**config.mk**
```make
export PLATFORM = sky130hd
export DESIGN_NAME = fetch_unit
export DESIGN_NICKNAME = d
export VERILOG_FILES = /design/src/rtl/fetch_unit_pkg.sv /design/src/rtl/fetch_slot_buf.sv /design/src/rtl/fetch_unit.sv
export SDC_FILE = /design/constraint.sdc
export NUM_CORES = 1
export LEC_CHECK = 0
export ABC_CLOCK_PERIOD_IN_PS = 34500
export CORE_ASPECT_RATIO = 1.1
export CORE_MARGIN = 4
export CORE_UTILIZATION = 45
export DETAILED_ROUTE_END_ITERATION = 8
export GPL_ROUTABILITY_DRIVEN = 1
export PLACE_DENSITY = 0.76
export SYNTH_ARGS = -nofsm -noshare
export SYNTH_HDL_FRONTEND = slang
export SYNTH_SLANG_ARGS = --single-unit
```
**constraint.sdc**
```tcl
create_clock -name clk -period 34.5 [get_ports clk]
set_input_delay 8.625 -clock clk [delete_from_list [all_inputs] [get_ports clk]]
set_output_delay 8.625 -clock clk [all_outputs]
set_load 0.02 [all_outputs]
```
**src/rtl/fetch_unit_pkg.sv**
```systemverilog
// Shared types and constants for the instruction-fetch stage (XLEN, slot states, PC stepping).
// Pure declarations: no latency, no flow control.
package fetch_unit_pkg;

  localparam int XLEN        = 32;
  localparam int INSTR_BYTES = 4;

  localparam logic [XLEN-1:0] RESET_PC_DEFAULT = 32'h0000_0000;

  typedef enum logic [1:0] {
    SLOT_EMPTY   = 2'd0,
    SLOT_PENDING = 2'd1,
    SLOT_FULL    = 2'd2
  } slot_state_t;

  function automatic logic [XLEN-1:0] next_pc(input logic [XLEN-1:0] pc);
    return pc + XLEN'(INSTR_BYTES);
  endfunction

endpackage

```
**src/rtl/fetch_slot_buf.sv**
```systemverilog
// In-order slot ring pairing each fetch PC with its returned word; alloc/fill/pop/flush update in one cycle.
// Back-pressure: has_free is registered-only, so a slot freed by a pop is reusable only on the next cycle.
module fetch_slot_buf
  import fetch_unit_pkg::*;
#(
  parameter int DEPTH = 4,
  localparam int AW = $clog2(DEPTH),
  localparam int CW = AW + 1
) (
  input  logic            clk,
  input  logic            reset,
  input  logic            alloc,
  input  logic [XLEN-1:0] alloc_pc,
  input  logic            fill,
  input  logic [XLEN-1:0] fill_data,
  input  logic            pop,
  input  logic            flush,
  output logic            has_free,
  output logic            head_full,
  output logic [XLEN-1:0] head_pc,
  output logic [XLEN-1:0] head_data,
  output logic [CW-1:0]   pend_cnt
);

  slot_state_t     state [DEPTH];
  logic [XLEN-1:0] pc_q  [DEPTH];
  logic [XLEN-1:0] dat_q [DEPTH];
  logic [AW-1:0]   head;
  logic [AW-1:0]   tail;
  logic [AW-1:0]   pend;
  logic [CW-1:0]   count;

  assign has_free  = (count != CW'(DEPTH));
  assign head_full = (state[head] == SLOT_FULL);
  assign head_pc   = pc_q[head];
  assign head_data = dat_q[head];

  // tail (alloc), pend (fill) and head (pop) always address distinct slots in one cycle
  always_ff @(posedge clk or posedge reset) begin
    if (reset) begin
      head     <= '0;
      tail     <= '0;
      pend     <= '0;
      count    <= '0;
      pend_cnt <= '0;
      for (int i = 0; i < DEPTH; i++) begin
        state[i] <= SLOT_EMPTY;
        pc_q[i]  <= '0;
        dat_q[i] <= '0;
      end
    end else if (flush) begin
      head     <= '0;
      tail     <= '0;
      pend     <= '0;
      count    <= '0;
      pend_cnt <= '0;
      for (int i = 0; i < DEPTH; i++) begin
        state[i] <= SLOT_EMPTY;
      end
    end else begin
      if (alloc) begin
        state[tail] <= SLOT_PENDING;
        pc_q[tail]  <= alloc_pc;
        tail        <= tail + AW'(1);
      end
      if (fill) begin
        state[pend] <= SLOT_FULL;
        dat_q[pend] <= fill_data;
        pend        <= pend + AW'(1);
      end
      if (pop) begin
        state[head] <= SLOT_EMPTY;
        head        <= head + AW'(1);
      end
      count    <= count + CW'(alloc) - CW'(pop);
      pend_cnt <= pend_cnt + CW'(alloc) - CW'(fill);
    end
  end

endmodule

```
**src/rtl/fetch_unit.sv**
```systemverilog
// Fetch stage: owns the PC, issues imem requests, drops wrong-path responses; req->instr_valid = L+1 cycles.
// Stalls requests when the buffer is full or drops are outstanding; FETCH_MISALIGN_CHECK_EN adds a sticky fetch_fault.
module fetch_unit
  import fetch_unit_pkg::*;
#(
  parameter logic [XLEN-1:0] RESET_PC   = RESET_PC_DEFAULT,
  parameter int              IBUF_DEPTH = 4
) (
  input  logic            clk,
  input  logic            reset,
  output logic            imem_req_valid,
  input  logic            imem_req_ready,
  output logic [XLEN-1:0] imem_req_addr,
  input  logic            imem_rsp_valid,
  input  logic [XLEN-1:0] imem_rsp_data,
  input  logic            branch_taken,
  input  logic [XLEN-1:0] branch_target,
  output logic            instr_valid,
  input  logic            instr_ready,
  output logic [XLEN-1:0] instruction,
  output logic [XLEN-1:0] PC
`ifdef FETCH_MISALIGN_CHECK_EN
  ,
  output logic            fetch_fault
`endif
);

  localparam int CW = $clog2(IBUF_DEPTH) + 1;

  logic [XLEN-1:0] fetch_pc;
  logic [XLEN-1:0] redirect_pc;
  logic [CW-1:0]   drop_cnt;
  logic [CW-1:0]   pend_cnt;
  logic            has_free;
  logic            head_full;
  logic            req_fire;
  logic            rsp_drop;
  logic            rsp_fill;
  logic            pop;
  logic            fault_q;

  assign imem_req_valid = !reset && has_free && (drop_cnt == '0) && !fault_q;
  assign imem_req_addr  = fetch_pc;
  assign req_fire       = imem_req_valid && imem_req_ready;
  assign rsp_drop       = imem_rsp_valid && (drop_cnt != '0);
  assign rsp_fill       = imem_rsp_valid && (drop_cnt == '0) && !branch_taken;
  assign instr_valid    = head_full;
  assign pop            = instr_valid && instr_ready;
  assign redirect_pc    = {branch_target[XLEN-1:2], 2'b00};

  // A redirect turns every in-flight request, including one firing now, into a response to drop
  always_ff @(posedge clk or posedge reset) begin
    if (reset) begin
      fetch_pc <= RESET_PC;
      drop_cnt <= '0;
    end else if (branch_taken) begin
      fetch_pc <= redirect_pc;
      drop_cnt <= drop_cnt + pend_cnt + CW'(req_fire) - CW'(imem_rsp_valid);
    end else begin
      if (req_fire) fetch_pc <= next_pc(fetch_pc);
      if (rsp_drop) drop_cnt <= drop_cnt - CW'(1);
    end
  end

`ifdef FETCH_MISALIGN_CHECK_EN
  always_ff @(posedge clk or posedge reset) begin
    if (reset) begin
      fault_q <= 1'b0;
    end else if (branch_taken && (branch_target[1:0] != 2'b00)) begin
      fault_q <= 1'b1;
    end
  end
  assign fetch_fault = fault_q;
`else
  logic unused_target_lsbs;
  assign unused_target_lsbs = ^branch_target[1:0];
  assign fault_q = 1'b0;
`endif

  fetch_slot_buf #(
    .DEPTH(IBUF_DEPTH)
  ) u_slot_buf (
    .clk      (clk),
    .reset    (reset),
    .alloc    (req_fire && !branch_taken),
    .alloc_pc (fetch_pc),
    .fill     (rsp_fill),
    .fill_data(imem_rsp_data),
    .pop      (pop),
    .flush    (branch_taken),
    .has_free (has_free),
    .head_full(head_full),
    .head_pc  (PC),
    .head_data(instruction),
    .pend_cnt (pend_cnt)
  );

  rsp_has_owner: assert property (@(posedge clk) disable iff (reset)
    (imem_rsp_valid && (drop_cnt == '0)) |-> (pend_cnt != '0));

endmodule

```
[After elaboration in Yosys (flattened, before gate mapping)]
Cells that the tools add are included.
Storage, ports and cells
  register bits after elaboration: 311
  bits of input ports: 70
  output and inout bits: 98
Operators by class
  $add $sub $neg: 12
  $lt $le $gt $ge: 6
  equality and inequality tests: 2
  multiplexer cells: 39
  bitwise gates (word level): 12
  reductions and logical operators: 22
Operators by type and width (count)
  $bwmux W128: 2
  $mux W32: 8
  $bmux W32 S2: 2
  $demux W32 S2: 2
  $mux W8: 6
  $add A32 B3 Y32 const B: 1
  $mux W2: 11
  $demux W2 S2: 3
  $mux W3: 4
  $logic_and A1 B1 Y1: 11
  $reduce_bool A2 Y1: 5
  $add A3 B1 Y3: 3
  $ge A3 B3 Y1 const B: 3
  $lt A3 B1 Y1 const B: 3
  $not A2 Y3: 3
  $sub A3 B1 Y3: 3
  $and A4 B4 Y4: 2
  $and A8 B8 Y8: 1
  $not A4 Y4: 2
  $not A8 Y8: 1
  $or A4 B4 Y4: 2
  $add A2 B1 Y2 const B: 3
  $bmux W2 S2: 1
  $reduce_and A2 Y1: 2
  other kinds (8): 9

[Longest topological paths before layout]
Gate-level depths: netlist of run 1.
  depth in word-level cells: 15
  gate-level depth with buffers: 14

[Modules after synthesis]
From an unflattened synthesis of run 1, not the netlist that was laid out.
Second synthesis, totals
  cells, all modules: 968
  area, all modules: 14616.5 sq um
Modules (own cells, without submodules)
  fetch_slot_buf: times used 1, cells an instance 730, area an instance 12525.8 sq um, seq. area each 6906.6 sq um
  fetch_unit: times used 1, cells an instance 238, area an instance 2090.8 sq um, seq. area each 825.8 sq um

[Worst setup path after synthesis of run 1]
No wires, ideal clock.
  path kind: input port to output port
  start: input port reset
  end: output port imem_req_valid
  data arrival time: 9.552 ns
  required time: 25.875 ns
  path slack: 16.323 ns
  stages: 3
  buffers on the path: 1
  cells stage by stage: or3b_1 buf_2 nor2_1
On the way
  longest elaborated chain between the ends: 3
Ends and longest elaborated chain
  start, declared: line fetch_unit.sv:10  | input logic reset,
  $logic_not A1 Y1 (no source line)
  $logic_and A1 B1 Y1 (2 in a row): line fetch_unit.sv:42  | assign imem_req_valid = !reset && has_free && (drop_cnt == '0) && !fault_q;
  end, declared: line fetch_unit.sv:11  | output logic imem_req_valid,
No other way between the ends.

[Final worst setup path of run 1]
Ends and elaborated chain as after synthesis.

==> results.md, run 1 <==
- Status: complete, no violations
- Pre-CTS setup slack: 15.01 ns
- Fin. max-slew vios: 0
- Top-level I/O count: 168
- Seq/Total Area, Yosys: 54.7%
- Routability cong.: 0.734
- DRT Wirelength: 30800 um
- Top post-synthesis cells by area: dfrtp_1 (55%), mux2_2 (20%), mux4_2 (10%)
- Hold Fails Final Rpt: 0
- Port Buffers: 161
- CP Class: in -> out
- CTS sink count: 301
- Top-count cell post-synth: dfrtp_1
- RSZ-0062 raised after global routing: false
- Syn Area/Cell: 14.6 sq um
- First-pass GRT wire length: 50300 um
- TritonRoute pass-1 iters: 4
- CTS HTree Levels: 2
- Total grt overflow: 0
- Final setup viols: 0
- Crit path DAT: 10.88 ns
- Synth unique cells: 35
- Tcrit/Tclk final: 56.5%
- Synth area leader: dfrtp_1
- Fraction of layout cells with a size suffix above 1: 34.7%
- Layout Nets: 1186
- CTS Buf Count: 34
- Drt via density: 5.46
- Core ar.: 29900 sq um
- Clock skew: 0.0201 ns
- Top_reg_cell synth: dfrtp_1
- DP Wirelength: 18900 um
- Largest net degree at the start of global routing: 178
- PostCTS Resize Cnt: 0
- Master of the slowest instance on the critical path: clkdlybuf4s50_1
- Root Driver: clkbuf_16
- VDD IR-drop max: 0.0000497 V
- Main combinational cell family by area after synthesis: multiplexers
- Worst setup margin: 15.00 ns
- DRC viols: 0
- Relative slew margins: 23.2%
- Hold Slack: 0.497 ns
- Top-area cell type share of the netlist area: 54.7%
- DR WL met2: 15900 um
- CTS Buffer Depth: 3
- Fmax: 51.3 MHz
- Post-synth EDFFs: 0
- Complex-gate fraction of the synthesized area: 1.67%
- Synthesis Warnings: 0
- Clock Latency Late Sink: 0.51 ns
- Setup TNS: 0 ns
- Area taken by multi-input logic gates: 5910 sq um
- Uppermost layer routed: met4
- Post-synth top cells: dfrtp_1 (301), mux2_2 (250), mux4_2 (63)
- ANT cells: 0
- GRT Util Overall: 18.7%
- Placed cell count: 1463
- Post-synthesis cell area: 13800 sq um
- Top delay family on crit path: buffers and inverters
- CP max FO: 7
- P_leak: 7.66 nW
- Max stage delay on crit path: 0.70 ns
- Final cell count without fillers: 1521
- Worst path cell trace: clkdlybuf4s50_1, or3b_1, nor2_1, clkdlybuf4s50_1
- Die Ht: 192 um
- Fill count: 2462
- Seq cells post-synth: 301
- WL/cell: 20.3 um
- Via count: 8311
- TritonCTS clock tree: done
- Post-synthesis mux area share: 30.9%
- Starting density of the core: 46.1%
- Post-Synth Simple-Gate Area: 5.03%
- MaxCap Viol Count: 0
- # hold bufs at CTS: 0
- Clock slew at reported path FFs: 0.05 ns
- FF+latch area: 7540 sq um
- Mapped Cells: 943
- Critical path data required time: 25.87 ns
- Initial antenna violation count: 0
- Vias in the first global route: 9034
- Postcts setup bufs: 0
- Initial DRC count: 445
- Pwr dens: 66.6 nW/um^2
- Adder-cell area share of the yosys netlist: 2.49%
- Num rows: 66
- Die area: 33500 sq um
- Ys async rst share: 100%
- CP most frequent cell: clkdlybuf4s50_1
- Pwr Total: 1.12 mW
- Synth Area in XOR/XNOR: 2.54%
- Worst path bufs/invs: 2
- M1 WL: 13200 um
- Minimum clock period: 19.50 ns
- Worst slew pin tran: 1.15 ns
- Layout Area Growth over Synthesis: 21.9%
- Crit end category: output port
- Startpoint Class: input port
- Hold WC Path Type: reg -> reg
- Detail Route Antenna Nets: 0
- Chip width: 175 um
- Met3 Wirelength: 1140 um
==> state kept, by name (all words and copies together) (netlist names) <==
name,flops
u_slot_buf.pc_q,120
u_slot_buf.tail,2
u_slot_buf.count,3
u_slot_buf.pend_cnt,3
imem_req_addr,30
drop_cnt,3
u_slot_buf.dat_q,128
u_slot_buf.pend,2
u_slot_buf.state,8
u_slot_buf.head,2
==> metal layers <==
layer | up-vias | GRT usage [%]
met4 | 0 | 5.08
met5 | - | 0
met3 | 48 | 2.97
met2 | 143 | 32.4
li1 | 3707 | -
met1 | 4413 | 24.7
==> stage by stage <==
| step | utilization, % | instance area (sq um) |
|---|---|---|
| global placement | 52.7 | 15700 |
| CTS | 56.2 | 16800 |
| floorplan | - | 13800 |
| finish | 56.2 | 16800 |
| detailed placement | 52.7 | 15700 |
| global route | 56.2 | 16800 |
==> final timing paths <==
check                                     start                    to  slack, ns  cells after the start
hold / removal             u_slot_buf.dat_q[49]  u_slot_buf.dat_q[49]       0.50                      1
hold reg to reg            u_slot_buf.dat_q[49]  u_slot_buf.dat_q[49]       0.50                      1
min in group asynchronous                 reset   u_slot_buf.pc_q[62]       8.70                      2
setup / recovery                          reset        imem_req_valid      15.00                      4
setup reg to reg                    drop_cnt[0]           drop_cnt[2]      30.73                     12
max in group asynchronous                 reset    u_slot_buf.head[0]      24.34                      3
==> worst reg2reg max path, cell delays in order, from the launching register on <==
cell	delay, ns
dfrtp_1	0.41
inv_1	0.13
ha_1	0.21
or3b_1	0.55
or3b_2	0.65
ha_1	0.33
inv_1	0.05
fa_1	0.37
fa_1	0.38
xnor2_1	0.18
xnor2_1	0.14
a21oi_1	0.09
xnor2_1	0.16
==> cell type report <==
| type | count | share of cell area, % |
|---|---|---|
| Clock buffer | 49 | 6.00 |
| Clock inverter | 9 | 0.305 |
| Inverter | 20 | 0.492 |
| Multi-Input combinational cell | 562 | 35.2 |
| Sequential cell | 301 | 44.9 |
| Tap cell | 408 | 3.04 |
| Timing Repair Buffer | 172 | 10.1 |
==> report_power, final <==
group          switching [mW]  internal [mW]  leakage, nW
clock                   0.139          0.203        0.528
combinational           0.137          0.176         3.11
sequential             0.0427          0.421         4.03
==> cell usage in the layout (no fill, tap or decap), drive strengths merged, types with 2 or more instances in the layout <==
cell             n
dfrtp          301
mux2           250
clkdlybuf4s50  160
mux4            63
nand2           50
clkbuf          49
o21ai           35
xor2            25
ha              21
inv             21
nand4           16
nor2            15
xnor2           15
and3            12
nand3           12
buf             12
clkinv           7
nor2b            6
and2             5
nor3             5
a21oi            5
nor4             5
a211oi           4
fa               4
conb             4
and4             2
mux2i            2
nor3b            2
or3b             2
==> cells by family (layout without fill, tap and decap cells) <==
| family | count (synthesis) | count (layout) |
|---|---|---|
| flip-flops | 301 | 301 |
| adder cells (fa/ha/maj) | 25 | 25 |
| buffers and inverters | 83 | 250 |
| AO/OA/AOI/OAI | 44 | 44 |
| AND/OR/NAND/NOR | 134 | 134 |
| XOR/XNOR | 40 | 40 |
| other | 1 | 4 |
| multiplexers | 315 | 315 |
Note: power is estimated with default switching activity, not from simulation.
==> run 2: changes to the inputs <==
--- a/config.mk
+++ b/config.mk
@@ -5,13 +5,13 @@
 export SDC_FILE = /design/constraint.sdc
 export NUM_CORES = 1
 export LEC_CHECK = 0
-export ABC_CLOCK_PERIOD_IN_PS = 34500
+export ABC_CLOCK_PERIOD_IN_PS = 16900
 export CORE_ASPECT_RATIO = 1.1
 export CORE_MARGIN = 4
 export CORE_UTILIZATION = 45
 export DETAILED_ROUTE_END_ITERATION = 8
 export GPL_ROUTABILITY_DRIVEN = 1
-export PLACE_DENSITY = 0.76
+export PLACE_DENSITY = 0.78
 export SYNTH_ARGS = -nofsm -noshare
 export SYNTH_HDL_FRONTEND = slang
 export SYNTH_SLANG_ARGS = --single-unit
==> constraint.sdc (replaced) <==
create_clock -name clk -period 16.9 [get_ports clk]
set_input_delay 4.225 -clock clk [delete_from_list [all_inputs] [get_ports clk]]
set_output_delay 4.225 -clock clk [all_outputs]
set_load 0.02 [all_outputs]
==> run 2 against run 1 <==
Effect of this change:
- via count fell by 1.3%
- non-clock buffer count rose by 4
- critical path depth did not move
==> results.md, run 2 (same netlist as run 1, synthesis figures left out) <==
- Status: complete, no violations
- Post-placement cell area: 15800 sq um
- CP max FO: 7
- CTS Buffer Depth: 3
- Detail Route Antenna Nets: 0
- Fin. max-slew vios: 0
- Postcts setup bufs: 0
- Largest net degree at the start of global routing: 102
- Top-level I/O count: 168
- Die Ht: 192 um
- VDD IR-drop max: 0.0000766 V
- MaxCap Viol Count: 0
- Minimum clock period: 10.71 ns
- Die area: 33500 sq um
- Pwr dens: 137 nW/um^2
- PostCTS Resize Cnt: 0
- CTS Buf Count: 30
- Most frequent cells in the layout: dfrtp_1 (299), mux2_2 (250), clkdlybuf4s50_1 (160)
- DRC viols: 0
- Startpoint Class: input port
- DRT Wirelength: 30400 um
- CP Class: in -> out
- Initial antenna violation count: 0
- Crit path DAT: 6.48 ns
- Design area: 16800 sq um
- Worst slew pin tran: 0.968 ns
- Chip width: 175 um
- Largest register by flop count: u_slot_buf.dat_q
- Drt via density: 5.38
- Vias in the first global route: 8902
- Num rows: 66
- Initial DRC count: 511
- Hold WC Path Type: reg -> reg
- RSZ-0062 raised after global routing: false
- Clock Latency Late Sink: 0.56 ns
- Total grt overflow: 0
- DP Wirelength: 19400 um
- Setup TNS: 0 ns
- TritonCTS clock tree: done
- Layout Area Growth over Synthesis: 22.2%
- Final setup viols: 0
- Critical path data required time: 12.68 ns
- P_leak: 7.68 nW
- CTS HTree Levels: 1
- ANT cells: 0
- First-pass GRT wire length: 49400 um
- WL/cell: 19.9 um
- Hold Fails Final Rpt: 0
- Relative slew margins: 35.0%
- Via count: 8199
- Largest register FFs: 128
- Core ar.: 29900 sq um
- CTS sink count: 301
- Root Driver: clkbuf_16
- Clock slew at reported path FFs: 0.06 ns
- GRT Util Overall: 18.2%
- Port Buffers: 161
- Tcrit/Tclk final: 63.4%
- Fmax: 93.4 MHz
- Commonest non-fill, non-tap cell in the layout: dfrtp_1
- Layout Nets: 1186
- Clock skew: 0.0213 ns
- Fraction of layout cells with a size suffix above 1: 35.0%
- Crit end category: output port
- # hold bufs at CTS: 0
- Starting density of the core: 46.1%
- Routability cong.: 0.751
- TritonRoute pass-1 iters: 4
[run 2: cell types whose count changed in the layout (fill, tap and decap cells not counted), sizes merged]
cell	previous run	this run
clkbuf	49	38
bufinv	0	6
buf	12	16
clkinvlp	1	4
clkinv	7	8
inv	21	20
[run 2: area by class of cell]
type                       count  area [sq um]
clock buffer                  38           821
inverter                      20          82.6
sequential                   301          7540
timing repair buffer         176          1720
fill                        2422         13100
clock inverter                18           262
multi-input combinational    562          5910
tap                          408           510
[run 2: worst paths after layout]
path / start / to / slack (ns) / cells past startpoint
max: reset / imem_req_valid / 6.19 / 4
min in group asynchronous: reset / imem_req_addr[30] / 4.25 / 2
max in group asynchronous: reset / u_slot_buf.dat_q[90] / 9.71 / 5
min reg2reg: u_slot_buf.dat_q[26] / u_slot_buf.dat_q[26] / 0.50 / 1
max reg2reg: u_slot_buf.head[0] / u_slot_buf.count[2] / 13.06 / 11
min: u_slot_buf.dat_q[26] / u_slot_buf.dat_q[26] / 0.50 / 1
[run 2: critical path, stage by stage]
cell and delay, ns:
clkdlybuf4s50_1 0.54, or3b_1 0.57, nor2_1 0.44, clkdlybuf4s50_1 0.70
[run 2: routing by layer]
metal  track usage [%]  wire length (um)  vias to the layer above  part of all wire [%]
met2              32.1             16000                      131                    53
met5                 0                 0                        -                     0
met4              3.99               540                        0                   1.8
li1                  -                 -                     3711                     -
met1              24.3             12800                     4318                    42
met3              2.25              1050                       39                   3.5
[run 2: metrics by stage]
stage | setup WS [ns] | power [mW] | cells | util, % | hold slack [ns]
floorplan | 4.36 | 1.34 | 946 | - | 0.469
global placement | 6.19 | 1.58 | 1467 | 52.7 | 0.482
detailed placement | 6.20 | 1.60 | 1467 | 52.7 | 0.487
CTS | 6.20 | 2.33 | 1523 | 56.3 | 0.502
global route | 6.13 | 2.41 | 1523 | 56.3 | 0.508
finish | 6.19 | 2.30 | 1523 | 56.3 | 0.502
[run 2: where the power goes]
group | switching [mW] | internal (mW) | leakage (nW) | total [mW]
sequential | 0.0860 | 0.860 | 4.03 | 0.946
clock | 0.282 | 0.436 | 0.523 | 0.718
combinational | 0.279 | 0.359 | 3.12 | 0.638
==> run 3: changes to the inputs <==
--- a/config.mk
+++ b/config.mk
@@ -5,7 +5,7 @@
 export SDC_FILE = /design/constraint.sdc
 export NUM_CORES = 1
 export LEC_CHECK = 0
-export ABC_CLOCK_PERIOD_IN_PS = 16900
+export ABC_CLOCK_PERIOD_IN_PS = 9000
 export CORE_ASPECT_RATIO = 1.1
 export CORE_MARGIN = 4
 export CORE_UTILIZATION = 45
==> constraint.sdc (replaced) <==
create_clock -name clk -period 9 [get_ports clk]
set_input_delay 2.25 -clock clk [delete_from_list [all_inputs] [get_ports clk]]
set_output_delay 2.25 -clock clk [all_outputs]
set_load 0.02 [all_outputs]
==> run 3 against run 2 <==
Effect of this change:
- global-route usage barely moved
- combinational power rose by 88%
- die area did not move
- sequential power rose by 87%
- critical endpoint unchanged
- non-clock buffer count fell by 1
==> results.md, run 3 (same netlist as run 1, synthesis figures left out) <==
- CTS Buffer Depth: 3
- CTS sink count: 301
- Comb pwr share: 27.9%
- Hold Fails Final Rpt: 0
- Placed cell count: 1466
- Port Buffers: 161
- Master of the slowest instance on the critical path: clkdlybuf4s50_1
- Num rows: 66
- Largest net degree at the start of global routing: 168
- Startpoint Class: input port
- Starting density of the core: 46.1%
- CTS Buf Count: 31
- Vias in the first global route: 8914
- Largest register FFs: 128
- Initial DRC count: 484
- # hold bufs at CTS: 0
- Initial antenna violation count: 0
- DRC viols: 0
- MaxCap Viol Count: 0
- Critical path data required time: 6.75 ns
- Worst path cell trace: clkdlybuf4s50_1, or3b_1, nor2_1, clkdlybuf4s50_1
- Minimum clock period: 6.64 ns
- Max stage delay on crit path: 0.70 ns
- Layout Nets: 1186
- Top delay family on crit path: buffers and inverters
- Worst slew pin tran: 1.14 ns
- Top-level I/O count: 168
- WL/cell: 19.9 um
- Post-placement cell area: 15800 sq um
- Clock skew: 0.0159 ns
- TritonCTS clock tree: done
- Clock network power share: 31.0%
- Postcts setup bufs: 0
- Die area: 33500 sq um
- Clock Latency Late Sink: 0.55 ns
- RSZ-0062 raised after global routing: false
- CP most frequent cell: clkdlybuf4s50_1
- Flop pwr share: 41.1%
- Drt via density: 5.38
- Total grt overflow: 0
- Fin. max-slew vios: 0
- CP Class: in -> out
- Commonest non-fill, non-tap cell in the layout: dfrtp_1
- Crit path DAT: 4.39 ns
- Worst path bufs/invs: 2
- Detail Route Antenna Nets: 0
- CTS HTree Levels: 1
- DRT Wirelength: 30300 um
- DP Wirelength: 19100 um
- P_leak: 7.68 nW
- Die Ht: 192 um
- Finished Core Util: 56.3%
- Core ar.: 29900 sq um
- Most frequent cells in the layout: dfrtp_1 (299), mux2_2 (250), clkdlybuf4s50_1 (160)
- Tcrit/Tclk final: 73.8%
- Status: complete, no violations
- First-pass GRT wire length: 49100 um
- Clock slew at reported path FFs: 0.06 ns
- PostCTS Resize Cnt: 0
- Pwr Total: 4.31 mW
- ANT cells: 0
- Final cell count without fillers: 1523
- Crit end category: output port
- Relative slew margins: 23.4%
- Design area: 16800 sq um
- TritonRoute pass-1 iters: 5
- Chip width: 175 um
- Final setup viols: 0
- Power Internal: 3.09 mW
- Layout Area Growth over Synthesis: 22.2%
- Switching fraction of total power: 28.2%
- Largest register by flop count: u_slot_buf.dat_q
- Root Driver: clkbuf_16
- Sw power: 1.22 mW
- Setup TNS: 0 ns
- Routability cong.: 0.752
- CP max FO: 7
- GRT Util Overall: 18.2%
- Fmax: 151 MHz
- Pwr dens: 256 nW/um^2
- Via count: 8197
- Fraction of layout cells with a size suffix above 1: 35.0%
- VDD IR-drop max: 0.000158 V
- Hold WC Path Type: reg -> reg
run 3: area by class of cell:
class | count | area, sq um
Clock buffer | 42 | 887
Timing Repair Buffer | 175 | 1720
Inverter | 20 | 78.8
Tap cell | 408 | 510
Fill cell | 2422 | 13100
Sequential cell | 301 | 7540
Clock inverter | 15 | 194
Multi-Input combinational cell | 562 | 5910
run 3: power groups by stage:
| stage | clock network [mW] | registers (mW) | logic, mW |
|---|---|---|---|
| 2_1_floorplan | 0 | 1.75 | 0.762 |
| 3_3_place_gp | 0 | 1.78 | 1.19 |
| 3_5_place_dp | 0 | 1.80 | 1.22 |
| 4_1_cts | 1.37 | 1.77 | 1.22 |
| 5_1_grt | 1.43 | 1.81 | 1.29 |
| 6_report | 1.34 | 1.77 | 1.20 |
run 3: metrics by stage:
step                      setup WS, ns  hold WS, ns
after global routing              2.29        0.509
after CTS                         2.32        0.500
after global placement            2.31        0.481
final                             2.36        0.498
after floorplan                   2.75        0.469
after detailed placement          2.32        0.487
run 3: metal layers:
layer	vias to the layer above	part of all wire [%]	global-route usage, %
met5	-	0	0
met3	45	3.3	2.41
met1	4331	42	24.0
met4	0	1.9	4.53
met2	125	52	32.2
li1	3696	-	-
run 3: final timing paths:
path / from / to / slack (ns) / cells past startpoint
max: reset / imem_req_valid / 2.36 / 4
min: u_slot_buf.dat_q[9] / u_slot_buf.dat_q[9] / 0.50 / 1
max reg2reg: u_slot_buf.head[0] / u_slot_buf.count[2] / 5.14 / 11
min reg2reg: u_slot_buf.dat_q[9] / u_slot_buf.dat_q[9] / 0.50 / 1
max in group asynchronous: reset / u_slot_buf.dat_q[86] / 5.16 / 4
min in group asynchronous: reset / drop_cnt[2] / 2.30 / 3
